--- config.mk ---
export PLATFORM = sky130hd
export DESIGN_NAME = multicycle_ctrl
export DESIGN_NICKNAME = d
export VERILOG_FILES = /design/src/rtl/cpu_pkg.sv /design/src/rtl/ctrl_decode.sv /design/src/rtl/multicycle_ctrl.sv
export SDC_FILE = /design/constraint.sdc
export NUM_CORES = 1
export LEC_CHECK = 0
export ABC_AREA = 0
export BUFFER_PORTS_ARGS = -buffer_cell sky130_fd_sc_hd__buf_2
export CAP_MARGIN = 20
export CORE_MARGIN = 2
export CORE_UTILIZATION = 37
export CTS_BUF_LIST = sky130_fd_sc_hd__clkbuf_4 sky130_fd_sc_hd__clkbuf_8
export DETAILED_ROUTE_END_ITERATION = 8
export PLACE_DENSITY_LB_ADDON = 0.25
export SLEW_MARGIN = 20
export SYNTH_ARGS = -nofsm -noshare
export SYNTH_HDL_FRONTEND = slang
export SYNTH_SLANG_ARGS = --single-unit
--- constraint.sdc ---
create_clock -name CLK -period 1.9 [get_ports CLK]
set_clock_uncertainty 0.2 [all_clocks]
set_input_delay 0.19 -clock CLK [delete_from_list [all_inputs] [get_ports CLK]]
set_output_delay 0.19 -clock CLK [all_outputs]
set_load 0.01 [all_outputs]
--- src/rtl/cpu_pkg.sv ---
// Shared encodings for the multi-cycle CPU control path.
// Holds the opcode map, the control FSM state encoding, the ALUOp, PCSrc and
// RegDst codes, and a small opcode classifier used by the controller.
package cpu_pkg;

  // Instruction opcodes (IR[31:26])
  localparam logic [5:0] OP_ADD   = 6'b000000;
  localparam logic [5:0] OP_SUB   = 6'b000001;
  localparam logic [5:0] OP_ADDIU = 6'b000010;
  localparam logic [5:0] OP_AND   = 6'b010000;
  localparam logic [5:0] OP_ORI   = 6'b010010;
  localparam logic [5:0] OP_SLTI  = 6'b011011;
  localparam logic [5:0] OP_SW    = 6'b110000;
  localparam logic [5:0] OP_LW    = 6'b110001;
  localparam logic [5:0] OP_BEQ   = 6'b110100;
  localparam logic [5:0] OP_BNE   = 6'b110101;
  localparam logic [5:0] OP_J     = 6'b111000;
  localparam logic [5:0] OP_JR    = 6'b111001;
  localparam logic [5:0] OP_JAL   = 6'b111010;
  localparam logic [5:0] OP_HALT  = 6'b111111;

  // Control FSM states; the encoding is visible on the debug port.
  typedef enum logic [2:0] {
    S_IF     = 3'b000,
    S_ID     = 3'b001,
    S_EXE_LS = 3'b010,
    S_MEM    = 3'b011,
    S_WB_LD  = 3'b100,
    S_EXE_BR = 3'b101,
    S_EXE_AL = 3'b110,
    S_WB_AL  = 3'b111
  } state_t;

  // ALU operations
  localparam logic [2:0] ALU_ADD = 3'b000;
  localparam logic [2:0] ALU_SUB = 3'b001;
  localparam logic [2:0] ALU_AND = 3'b010;
  localparam logic [2:0] ALU_OR  = 3'b011;
  localparam logic [2:0] ALU_SLT = 3'b100;

  // Next-PC sources
  localparam logic [1:0] PC_SEQ = 2'b00;  // PC+4
  localparam logic [1:0] PC_BR  = 2'b01;  // PC+4+(imm<<2)
  localparam logic [1:0] PC_RS  = 2'b10;  // rs
  localparam logic [1:0] PC_JMP = 2'b11;  // jump target

  // Destination register selects
  localparam logic [1:0] RD_RA = 2'b00;   // $31
  localparam logic [1:0] RD_RT = 2'b01;
  localparam logic [1:0] RD_RD = 2'b10;

  typedef enum logic [2:0] {
    OC_ALU_R,
    OC_ALU_I,
    OC_MEM,
    OC_BRANCH,
    OC_JUMP,
    OC_HALT,
    OC_UNDEF
  } op_class_t;

  function automatic op_class_t op_class(input logic [5:0] op);
    case (op)
      OP_ADD, OP_SUB, OP_AND:    return OC_ALU_R;
      OP_ADDIU, OP_ORI, OP_SLTI: return OC_ALU_I;
      OP_SW, OP_LW:              return OC_MEM;
      OP_BEQ, OP_BNE:            return OC_BRANCH;
      OP_J, OP_JR, OP_JAL:       return OC_JUMP;
      OP_HALT:                   return OC_HALT;
      default:                   return OC_UNDEF;
    endcase
  endfunction

  function automatic logic [2:0] alu_op_for(input logic [5:0] op);
    case (op)
      OP_SUB:  return ALU_SUB;
      OP_AND:  return ALU_AND;
      OP_ORI:  return ALU_OR;
      OP_SLTI: return ALU_SLT;
      default: return ALU_ADD;   // add, addiu
    endcase
  endfunction

endpackage

--- src/rtl/ctrl_decode.sv ---
// Combinational control decoder for the multi-cycle CPU.
// Inputs : state (current FSM state), opcode (IR[31:26]), zero/sign (ALU flags).
// Outputs: every datapath enable and mux select. Outputs not driven for a
//          given state/opcode stay 0. Reset gating is applied by the parent.
module ctrl_decode
  import cpu_pkg::*;
(
  input  state_t      state,
  input  logic [5:0]  opcode,
  input  logic        zero,
  input  logic        sign,
  output logic        PCWre,
  output logic [1:0]  PCSrc,
  output logic        IRWre,
  output logic        InsMemRW,
  output logic        ExtSel,
  output logic        RegWre,
  output logic [1:0]  RegDst,
  output logic        WrRegDSrc,
  output logic        ALUSrcA,
  output logic        ALUSrcB,
  output logic [2:0]  ALUOp,
  output logic        mRD,
  output logic        mWR,
  output logic        DBDataSrc
);

  op_class_t op_cls;
  logic      unused_sign;

  assign op_cls      = op_class(opcode);
  // No instruction in this ISA branches on the sign flag yet.
  assign unused_sign = sign;

  always_comb begin
    PCWre     = 1'b0;
    PCSrc     = PC_SEQ;
    IRWre     = 1'b0;
    InsMemRW  = 1'b0;
    ExtSel    = 1'b0;
    RegWre    = 1'b0;
    RegDst    = RD_RA;
    WrRegDSrc = 1'b0;
    ALUSrcA   = 1'b0;
    ALUSrcB   = 1'b0;
    ALUOp     = ALU_ADD;
    mRD       = 1'b0;
    mWR       = 1'b0;
    DBDataSrc = 1'b0;

    case (state)
      S_IF: begin
        IRWre    = 1'b1;
        InsMemRW = 1'b1;
      end

      // Jumps and unknown opcodes finish in ID; halt deliberately drives nothing.
      S_ID: begin
        case (opcode)
          OP_J: begin
            PCWre = 1'b1;
            PCSrc = PC_JMP;
          end
          OP_JR: begin
            PCWre = 1'b1;
            PCSrc = PC_RS;
          end
          OP_JAL: begin
            PCWre     = 1'b1;
            PCSrc     = PC_JMP;
            RegWre    = 1'b1;
            RegDst    = RD_RA;
            WrRegDSrc = 1'b0;  // link value is PC+4
          end
          default: begin
            if (op_cls == OC_UNDEF) begin
              PCWre = 1'b1;
              PCSrc = PC_SEQ;
            end
          end
        endcase
      end

      // ALU selects stay put through write-back so the result is still valid.
      S_EXE_AL, S_WB_AL: begin
        ALUOp   = alu_op_for(opcode);
        ALUSrcB = (op_cls == OC_ALU_I);
        ExtSel  = (opcode == OP_ADDIU) || (opcode == OP_SLTI);
        if (state == S_WB_AL) begin
          RegWre    = 1'b1;
          RegDst    = (op_cls == OC_ALU_R) ? RD_RD : RD_RT;
          WrRegDSrc = 1'b1;
          DBDataSrc = 1'b0;
          PCWre     = 1'b1;
        end
      end

      S_EXE_LS: begin
        ALUSrcB = 1'b1;
        ExtSel  = 1'b1;
        ALUOp   = ALU_ADD;
      end

      S_MEM: begin
        if (opcode == OP_SW) begin
          mWR   = 1'b1;
          PCWre = 1'b1;
        end else if (opcode == OP_LW) begin
          mRD = 1'b1;
        end
      end

      S_WB_LD: begin
        mRD       = 1'b1;
        DBDataSrc = 1'b1;
        RegWre    = 1'b1;
        RegDst    = RD_RT;
        WrRegDSrc = 1'b1;
        PCWre     = 1'b1;
      end

      S_EXE_BR: begin
        ALUOp  = ALU_SUB;
        ExtSel = 1'b1;
        PCWre  = 1'b1;
        if (((opcode == OP_BEQ) && zero) || ((opcode == OP_BNE) && !zero))
          PCSrc = PC_BR;
      end

      default: ;
    endcase
  end

endmodule

--- src/rtl/multicycle_ctrl.sv ---
// Control FSM for the multi-cycle CPU.
// Inputs : CLK, Reset (synchronous, active low), opcode (IR[31:26]), zero, sign.
// Outputs: PC/IR/register-file/memory enables, mux selects, ALUOp and the
//          current state for debug. PCWre is asserted only in the last cycle
//          of each instruction, so the PC updates on the edge back to IF.
module multicycle_ctrl
  import cpu_pkg::*;
(
  input  logic        CLK,
  input  logic        Reset,
  input  logic [5:0]  opcode,
  input  logic        zero,
  input  logic        sign,
  output logic        PCWre,
  output logic [1:0]  PCSrc,
  output logic        IRWre,
  output logic        InsMemRW,
  output logic        ExtSel,
  output logic        RegWre,
  output logic [1:0]  RegDst,
  output logic        WrRegDSrc,
  output logic        ALUSrcA,
  output logic        ALUSrcB,
  output logic [2:0]  ALUOp,
  output logic        mRD,
  output logic        mWR,
  output logic        DBDataSrc,
  output logic [2:0]  state
);

  state_t state_q;
  state_t state_d;

  logic pc_wre_raw;
  logic ir_wre_raw;
  logic reg_wre_raw;
  logic m_wr_raw;

  always_ff @(posedge CLK) begin
    if (!Reset) state_q <= S_IF;
    else        state_q <= state_d;
  end

  always_comb begin
    state_d = state_q;
    case (state_q)
      S_IF: state_d = S_ID;
      S_ID: begin
        case (op_class(opcode))
          OC_ALU_R, OC_ALU_I: state_d = S_EXE_AL;
          OC_MEM:             state_d = S_EXE_LS;
          OC_BRANCH:          state_d = S_EXE_BR;
          OC_HALT:            state_d = S_ID;   // parked until reset
          default:            state_d = S_IF;   // jumps and unknown opcodes
        endcase
      end
      S_EXE_AL: state_d = S_WB_AL;
      S_WB_AL:  state_d = S_IF;
      S_EXE_LS: state_d = S_MEM;
      S_MEM:    state_d = (opcode == OP_LW) ? S_WB_LD : S_IF;
      S_WB_LD:  state_d = S_IF;
      S_EXE_BR: state_d = S_IF;
      default:  state_d = S_IF;
    endcase
  end

  ctrl_decode u_decode (
    .state     (state_q),
    .opcode    (opcode),
    .zero      (zero),
    .sign      (sign),
    .PCWre     (pc_wre_raw),
    .PCSrc     (PCSrc),
    .IRWre     (ir_wre_raw),
    .InsMemRW  (InsMemRW),
    .ExtSel    (ExtSel),
    .RegWre    (reg_wre_raw),
    .RegDst    (RegDst),
    .WrRegDSrc (WrRegDSrc),
    .ALUSrcA   (ALUSrcA),
    .ALUSrcB   (ALUSrcB),
    .ALUOp     (ALUOp),
    .mRD       (mRD),
    .mWR       (m_wr_raw),
    .DBDataSrc (DBDataSrc)
  );

  // Architectural writes are suppressed combinationally while reset is held,
  // so aborting an instruction mid-flight leaves PC, IR, registers and memory untouched.
  assign PCWre  = pc_wre_raw  & Reset;
  assign IRWre  = ir_wre_raw  & Reset;
  assign RegWre = reg_wre_raw & Reset;
  assign mWR    = m_wr_raw    & Reset;

  assign state = state_q;

endmodule
# Word-level counts from Yosys, hierarchy flattened
# Memories as Yosys holds them, arrays and structs flattened.
# Cells that the tools add are included.
[classes]
n_mux = 28
eq_ne = 25
bitwise_logic = 4
n_reduce_logical = 15
[ops]
columns = ["operator", "count"]
rows = [
  ["== test 6 bit, second input constant", 7],
  ["one-hot mux 3 bit (4 select lines)", 2],
  ["== test 3 bit, second input constant", 6],
  ["== test 6 x 5 -> 1 bit, second input constant", 3],
  ["one-hot mux 3 bit (6 select lines)", 1],
  ["== test 3 x 2 -> 1 bit, second input constant", 4],
  ["one-hot mux 2 bit (2 select lines)", 3],
  ["two-way mux 1 bit", 11],
  ["OR reduction 2 bit", 5],
  ["== test 3 x 1 -> 1 bit, second input constant", 3],
  ["logical NOT 3 bit", 3],
  ["one-hot mux 1 bit (2 select lines)", 4],
  ["== test 6 x 1 -> 1 bit, second input constant", 1],
  ["== test 6 x 2 -> 1 bit, second input constant", 1],
  ["two-way mux 3 bit", 2],
  ["one-hot mux 3 bit (2 select lines)", 1],
  ["OR reduction 3 bit", 2],
  ["AND 1 bit", 4],
  ["two-way mux 2 bit", 2],
  ["one-hot mux 1 bit (4 select lines)", 1],
  ["one-hot mux 1 bit (3 select lines)", 1],
  ["logical AND 1 bit", 2],
  ["logical OR 1 bit", 2],
  ["logical NOT 1 bit", 1],
]
[word_totals]
romBits = 384
out_inout_bits = 21
reg_bits = 3
n_memories = 2
in_bits = 10
word_cells = 75
[mem_list]
columns = ["name", "depth", "word_bits", "read_ports", "rd_ports_with_merged_regs", "write_ports", "line_no", "source"]
rows = [
  ["(no name shown)", 64, 3, 1, 0, 0, "cpu_pkg.sv:63", "case (op)"],
  ["(no name shown)", 64, 3, 1, 0, 0, "cpu_pkg.sv:63", ""],
]

# Logic depth before layout (Yosys ltp)
[logic_depth]
word_depth = 6
depth_mapped = 5
depth_no_buf = 4

# Modules after synthesis
# A second synthesis with hierarchy kept.
[hier_totals]
hier_cells = 104
area_unflattened_um2 = 706.9
[by_module_without_submodules]
columns = ["module", "seq_area_each_um2", "cells_each", "area_per_inst_um2", "instances"]
rows = [
  ["ctrl_decode", 0.0, 70, 455.4, 1],
  ["multicycle_ctrl", 60.1, 34, 251.5, 1],
]

# Worst setup path after synthesis
# OpenSTA, ideal clock, no wires.
[synth_timing]
path_kind = "reg-to-output"
from = "reg state_q[2], in the netlist state[2]"
to = "out ALUOp[2]"
path_slack_ns = 0.173
path_stages_with_launch = 5
t_required_ns = 1.510
t_arrival_ns = 1.337
n_path_buf = 2
cell_sequence = "dfxtp_1 > clkbuf_1 > clkbuf_1 > nand3_1 > nor4_1"
[synth_via]
elab_chain_cells = 3
elab_cells_between_ends = 5
cone_classes = "eq/ne (3); mux (1); reduce/logical (1)"
[synth_lines]
columns = ["element", "line_no", "source"]
rows = [
  ["start: declaration", "multicycle_ctrl.sv:31", "state_t state_q;"],
  ["start signal: assignment", "multicycle_ctrl.sv:41", "else state_q <= state_d;"],
  ["== test 3 bit", "ctrl_decode.sv:51", "case (state)"],
  ["OR reduction 2 bit", "ctrl_decode.sv:51", ""],
  ["one-hot mux 3 bit (2 select lines) *", "ctrl_decode.sv:51", ""],
  ["end: declaration", "multicycle_ctrl.sv:24", "output logic [2:0] ALUOp,"],
]
# Mark *: on every way between the ends. The rest lies on a longest branch, timed or not.

# Worst setup path in the final report
[layout_timing]
from = "reg state_q[2], in the netlist state[2]"
to = "out mRD"
[layout_via]
elab_chain_cells = 2
elab_cells_between_ends = 3
cone_classes = "eq/ne (2); mux (1)"
[layout_lines]
columns = ["element", "line_no", "source"]
rows = [
  ["== test 3 bit / == test 3 x 2 -> 1 bit (equally long branches)", "ctrl_decode.sv:51", ""],
  ["one-hot mux 1 bit (2 select lines) *", "ctrl_decode.sv:51", ""],
  ["end: declaration", "multicycle_ctrl.sv:25", "output logic mRD,"],
]
# Marks and branches as above.

==> impl_results.html <==
<table>
<tr><th>Metric</th><th>Value</th></tr>
<tr><th colspan="2">Clock tree</th></tr>
<tr><td>CTS Buf Count</td><td>3</td></tr>
<tr><td># H-tree levels</td><td>1</td></tr>
<tr><td>Post-CTS Setup Repair Bufs</td><td>0</td></tr>
<tr><td>Clock Tree Root</td><td>sky130_fd_sc_hd__clkbuf_4</td></tr>
<tr><td>Clock slew seen by the registers of the worst setup and hold paths</td><td>~0.04 ns</td></tr>
<tr><td>Skew-Pair Late Insertion Delay</td><td>~0.24 ns</td></tr>
<tr><td>Number of buffers on the longest clock path</td><td>2</td></tr>
<tr><td>TritonCTS clock tree</td><td>done</td></tr>
<tr><td>Clk sinks</td><td>3</td></tr>
<tr><th colspan="2">Timing</th></tr>
<tr><td>Number of max-slew violations in the final report</td><td>0</td></tr>
<tr><td>Tightest hold margin</td><td>around 0.074 ns</td></tr>
<tr><td>Hold violation total from the final report</td><td>0</td></tr>
<tr><td>Post-layout minimum cycle time</td><td>around 1.8 ns</td></tr>
<tr><td>Highest Clock Rate</td><td>~0.54 GHz</td></tr>
<tr><td>Share of the cycle needed by the critical path after routing</td><td>97.0%</td></tr>
<tr><td># setup viols final</td><td>0</td></tr>
<tr><td>Setup TNS</td><td>0 ns</td></tr>
<tr><th colspan="2">Global routing</th></tr>
<tr><td>Wire length of the first global-routing pass</td><td>approximately 3000 um</td></tr>
<tr><td>Vias in the first global route</td><td>approximately 670</td></tr>
<tr><td>Overflow left after global routing</td><td>0</td></tr>
<tr><td>Largest net degree at the start of global routing</td><td>17</td></tr>
<tr><td>Number of antenna violations at the first check in global routing</td><td>0</td></tr>
<tr><td>Total routing resource utilization after global routing</td><td>between 15 and 20%</td></tr>
<tr><th colspan="2">Final layout</th></tr>
<tr><td>Share of cells above drive strength 1</td><td>a little under two fifths</td></tr>
<tr><td>Multi-input combinational cell area</td><td>between 500 and 600 um^2</td></tr>
<tr><td>Number of fill cells</td><td>around 180</td></tr>
<tr><td>Antenna Cells</td><td>0</td></tr>
<tr><td>Net count, final</td><td>~140</td></tr>
<tr><td>Area occupied by registers</td><td>roughly 60 um^2</td></tr>
<tr><td>Synth-to-layout area growth</td><td>35.4%</td></tr>
<tr><td>Max FFs per register</td><td>3</td></tr>
<tr><td>Final design area excluding fillers</td><td>between 800 and 900 um^2</td></tr>
<tr><th colspan="2">Critical path</th></tr>
<tr><td>Critical path peak fanout</td><td>7</td></tr>
<tr><td>Required time of the worst setup path</td><td>between 1.5 and 2 ns</td></tr>
<tr><td>FF-to-FF setup slack</td><td>roughly 0.47 ns</td></tr>
<tr><td>First element of the critical path</td><td>state[2]</td></tr>
<tr><td>Kind of critical path</td><td>flop to output port</td></tr>
<tr><td>Worst-case reg-to-reg path depth</td><td>5</td></tr>
<tr><td>Worst EP arrival</td><td>approximately 1.5 ns</td></tr>
<tr><td>Reg-to-reg startpoint</td><td>state[2]</td></tr>
<tr><td>Endpoint kind of the worst setup timing path</td><td>output port</td></tr>
<tr><td>Worst R2R End</td><td>state[2]</td></tr>
<tr><td>End point of the critical path</td><td>mRD</td></tr>
<tr><td>Worst Setup Start Kind</td><td>flop</td></tr>
<tr><th colspan="2">Yosys</th></tr>
<tr><td>Top post-synthesis cells by area</td><td>sky130_fd_sc_hd__dfxtp_1 (9.4%), sky130_fd_sc_hd__clkbuf_1 (5.3%), sky130_fd_sc_hd__nand2_1 (5.3%), sky130_fd_sc_hd__nor3_1 (4.7%), sky130_fd_sc_hd__and3_1 (3.9%)</td></tr>
<tr><td>Leading post-synthesis cells by instance count</td><td>sky130_fd_sc_hd__clkbuf_1 (9), sky130_fd_sc_hd__nand2_1 (9), sky130_fd_sc_hd__nor2_1 (6), sky130_fd_sc_hd__nor3_1 (6), sky130_fd_sc_hd__inv_1 (5)</td></tr>
<tr><td>Instance count of the mapped netlist</td><td>99</td></tr>
<tr><td>Sequential area share after synthesis</td><td>about a tenth</td></tr>
<tr><td>Area share of the largest cell type after synthesis</td><td>9.38%</td></tr>
<tr><td>Number of enable flip-flop cells after synthesis</td><td>0</td></tr>
<tr><td>Dominant register cell in the synthesized netlist</td><td>sky130_fd_sc_hd__dfxtp_1</td></tr>
<tr><td>Cell taking the most area after synthesis</td><td>sky130_fd_sc_hd__dfxtp_1</td></tr>
<tr><td>Warning count from the yosys run</td><td>0</td></tr>
<tr><td>Combined area of all synthesized cells</td><td>~640 um^2</td></tr>
<tr><td>Synth Net Count</td><td>about 110</td></tr>
<tr><td>Post-synth cell types</td><td>42</td></tr>
<tr><td>Mean post-synth cell area</td><td>between 6 and 7 um^2</td></tr>
<tr><td>Seq cells post-synth</td><td>3</td></tr>
<tr><td>FFs w/ async S/R, synth</td><td>0%</td></tr>
<tr><th colspan="2">Floorplanning</th></tr>
<tr><td>Std-Cell Rows</td><td>15</td></tr>
<tr><td>Core footprint</td><td>between 1500 and 2000 um^2</td></tr>
<tr><td>Ports placed on the boundary</td><td>31</td></tr>
<tr><td>Die Y-Extent</td><td>between 40 and 50 um</td></tr>
<tr><td>Initial Util</td><td>roughly two fifths</td></tr>
<tr><td>Die X-Extent</td><td>45.6 um</td></tr>
<tr><td>Die area</td><td>2080 um^2</td></tr>
<tr><th colspan="2">Routing</th></tr>
<tr><td>Via count of the routed design</td><td>between 800 and 900</td></tr>
<tr><td>Count of antenna-violating nets left after detailed routing</td><td>0</td></tr>
<tr><td>Detailed-route vias per instance</td><td>just under 6</td></tr>
<tr><td>Count of routing violations after the opening detailed-route iteration</td><td>23</td></tr>
<tr><td>First-pass DRT Iterations</td><td>4</td></tr>
<tr><td>Post-detailed-route wirelength per cell</td><td>approximately 14 um</td></tr>
<tr><td>Total length of routed wires</td><td>approximately 2000 um</td></tr>
<tr><td>Detailed-route DRC error count</td><td>0</td></tr>
<tr><th colspan="2">Power and ir drop</th></tr>
<tr><td>Worst-case vdd ir drop</td><td>between 0.3 and 0.4 mV</td></tr>
<tr><td>Power share of the combinational group</td><td>around 39%</td></tr>
<tr><td>Pint</td><td>roughly 210 uW</td></tr>
<tr><td>NetSw</td><td>roughly 120 uW</td></tr>
<tr><td>Clock share of power</td><td>approximately two fifths</td></tr>
<tr><td>Power per Cell Area</td><td>approximately 370 nW/um^2</td></tr>
<tr><td>Reg power frac</td><td>21.9%</td></tr>
<tr><td>Leakage</td><td>between 0.3 and 0.4 nW</td></tr>
<tr><td>Sw frac</td><td>35.5%</td></tr>
<tr><th colspan="2">Hold path</th></tr>
<tr><td>Classification of the worst-slack hold path</td><td>primary input to flop</td></tr>
<tr><th colspan="2">Placement</th></tr>
<tr><td>Number of port buffers</td><td>28</td></tr>
<tr><td>Area of placed instances</td><td>roughly 800 um^2</td></tr>
<tr><td>Post-DP HPWL</td><td>around 1500 um</td></tr>
<tr><td>Final estimated routing congestion in global placement</td><td>roughly 0.86</td></tr>
<tr><th colspan="2">Job</th></tr>
<tr><td>Maxcap violations</td><td>0</td></tr>
<tr><th colspan="2">Run status</th></tr>
<tr><td>Outcome</td><td>finished clean</td></tr>
</table>
==> worst min-delay path by stage <==
stage,to,slack [ns],depth (start not counted),from
2_1_floorplan,state[0],0.14,1,Reset
3_3_place_gp,state[0],0.31,2,Reset
3_5_place_dp,state[0],0.32,2,Reset
4_1_cts,state[0],0.06,2,Reset
5_1_grt,state[0],0.07,2,Reset
6_report,state[0],0.07,2,Reset
==> power by group through the flow <==
stage / clock network (mW) / logic (mW) / registers [mW]
3_5_place_dp: 0 / 0.120 / 0.0713
2_1_floorplan: 0 / 0.0806 / 0.0694
6_report: 0.128 / 0.126 / 0.0712
3_3_place_gp: 0 / 0.118 / 0.0714
4_1_cts: 0.132 / 0.120 / 0.0704
5_1_grt: 0.138 / 0.138 / 0.0711
==> cell type report <==
class	count	area share (%)
Timing Repair Buffer	37	24.0
Multi-Input combinational cell	79	60.9
Clock buffer	4	3.46
Inverter	5	2.16
Sequential cell	3	7.07
Tap cell	17	2.45
==> metal layers <==
layer	up-vias	routed length, um	GRT usage (%)
met2	34	997	31.8
li1	426	-	-
met5	-	0	0
met3	4	129	5.16
met1	378	859	26.2
met4	0	36	2.94
==> layout by cell type, fill, tap and decap left out, types with 2 or more instances in the layout <==
master	synthesis	final
sky130_fd_sc_hd__nor2_1	6	5
sky130_fd_sc_hd__buf_4	1	9
sky130_fd_sc_hd__nand2b_1	2	2
sky130_fd_sc_hd__nand2_1	9	9
sky130_fd_sc_hd__o31ai_1	2	2
sky130_fd_sc_hd__a211oi_1	3	2
sky130_fd_sc_hd__nand4_1	2	2
sky130_fd_sc_hd__or3_1	2	2
sky130_fd_sc_hd__clkbuf_4	0	4
sky130_fd_sc_hd__a221oi_1	2	2
sky130_fd_sc_hd__o21ai_0	2	2
sky130_fd_sc_hd__nor2b_1	3	3
sky130_fd_sc_hd__o211ai_1	3	3
sky130_fd_sc_hd__nand3_1	3	3
sky130_fd_sc_hd__a21oi_1	4	4
sky130_fd_sc_hd__inv_1	5	5
sky130_fd_sc_hd__and2_1	3	3
sky130_fd_sc_hd__dfxtp_1	3	2
sky130_fd_sc_hd__and3_1	4	4
sky130_fd_sc_hd__nor4_1	2	2
sky130_fd_sc_hd__o21a_1	3	3
sky130_fd_sc_hd__nor3_1	6	5
sky130_fd_sc_hd__buf_2	1	28
==> cell families after synthesis <==
logic type             count (synthesis)  share of synthesized area, %
other                                  1                         0.585
XOR/XNOR                               2                          2.73
flip-flops                             3                          9.38
buffers and inverters                 17                          11.9
multiplexers                           1                          1.56
AND/OR/NAND/NOR                       46                          38.9
AO/OA/AOI/OAI                         29                          35.0
==> metrics by stage <==
stage	total power, mW	setup WS, ns	std cells	utilization [%]
floorplan	0.150	0.173	99	-
global placement	0.190	0.0917	141	48.6
detailed placement	0.191	0.0700	141	48.6
CTS	0.322	0.0365	145	50.4
global route	0.347	-0.0404	145	51.9
finish	0.325	0.0561	145	51.9
==> repair_timing <==
action | in CTS | in global routing
hold buffers | 0 | 0
gates resized for setup | 0 | 6
endpoints found under the setup margin | 0 | 6
==> worst max-delay path: stages, from the launching register on <==
cell and delay [ns]:
sky130_fd_sc_hd__dfxtp_1 0.32, sky130_fd_sc_hd__buf_4 0.16, sky130_fd_sc_hd__nor2b_1 0.15, sky130_fd_sc_hd__nand4_1 0.18, sky130_fd_sc_hd__o31ai_1 0.24, sky130_fd_sc_hd__buf_2 0.17
No activity file was read; power rests on OpenSTA's default activity.
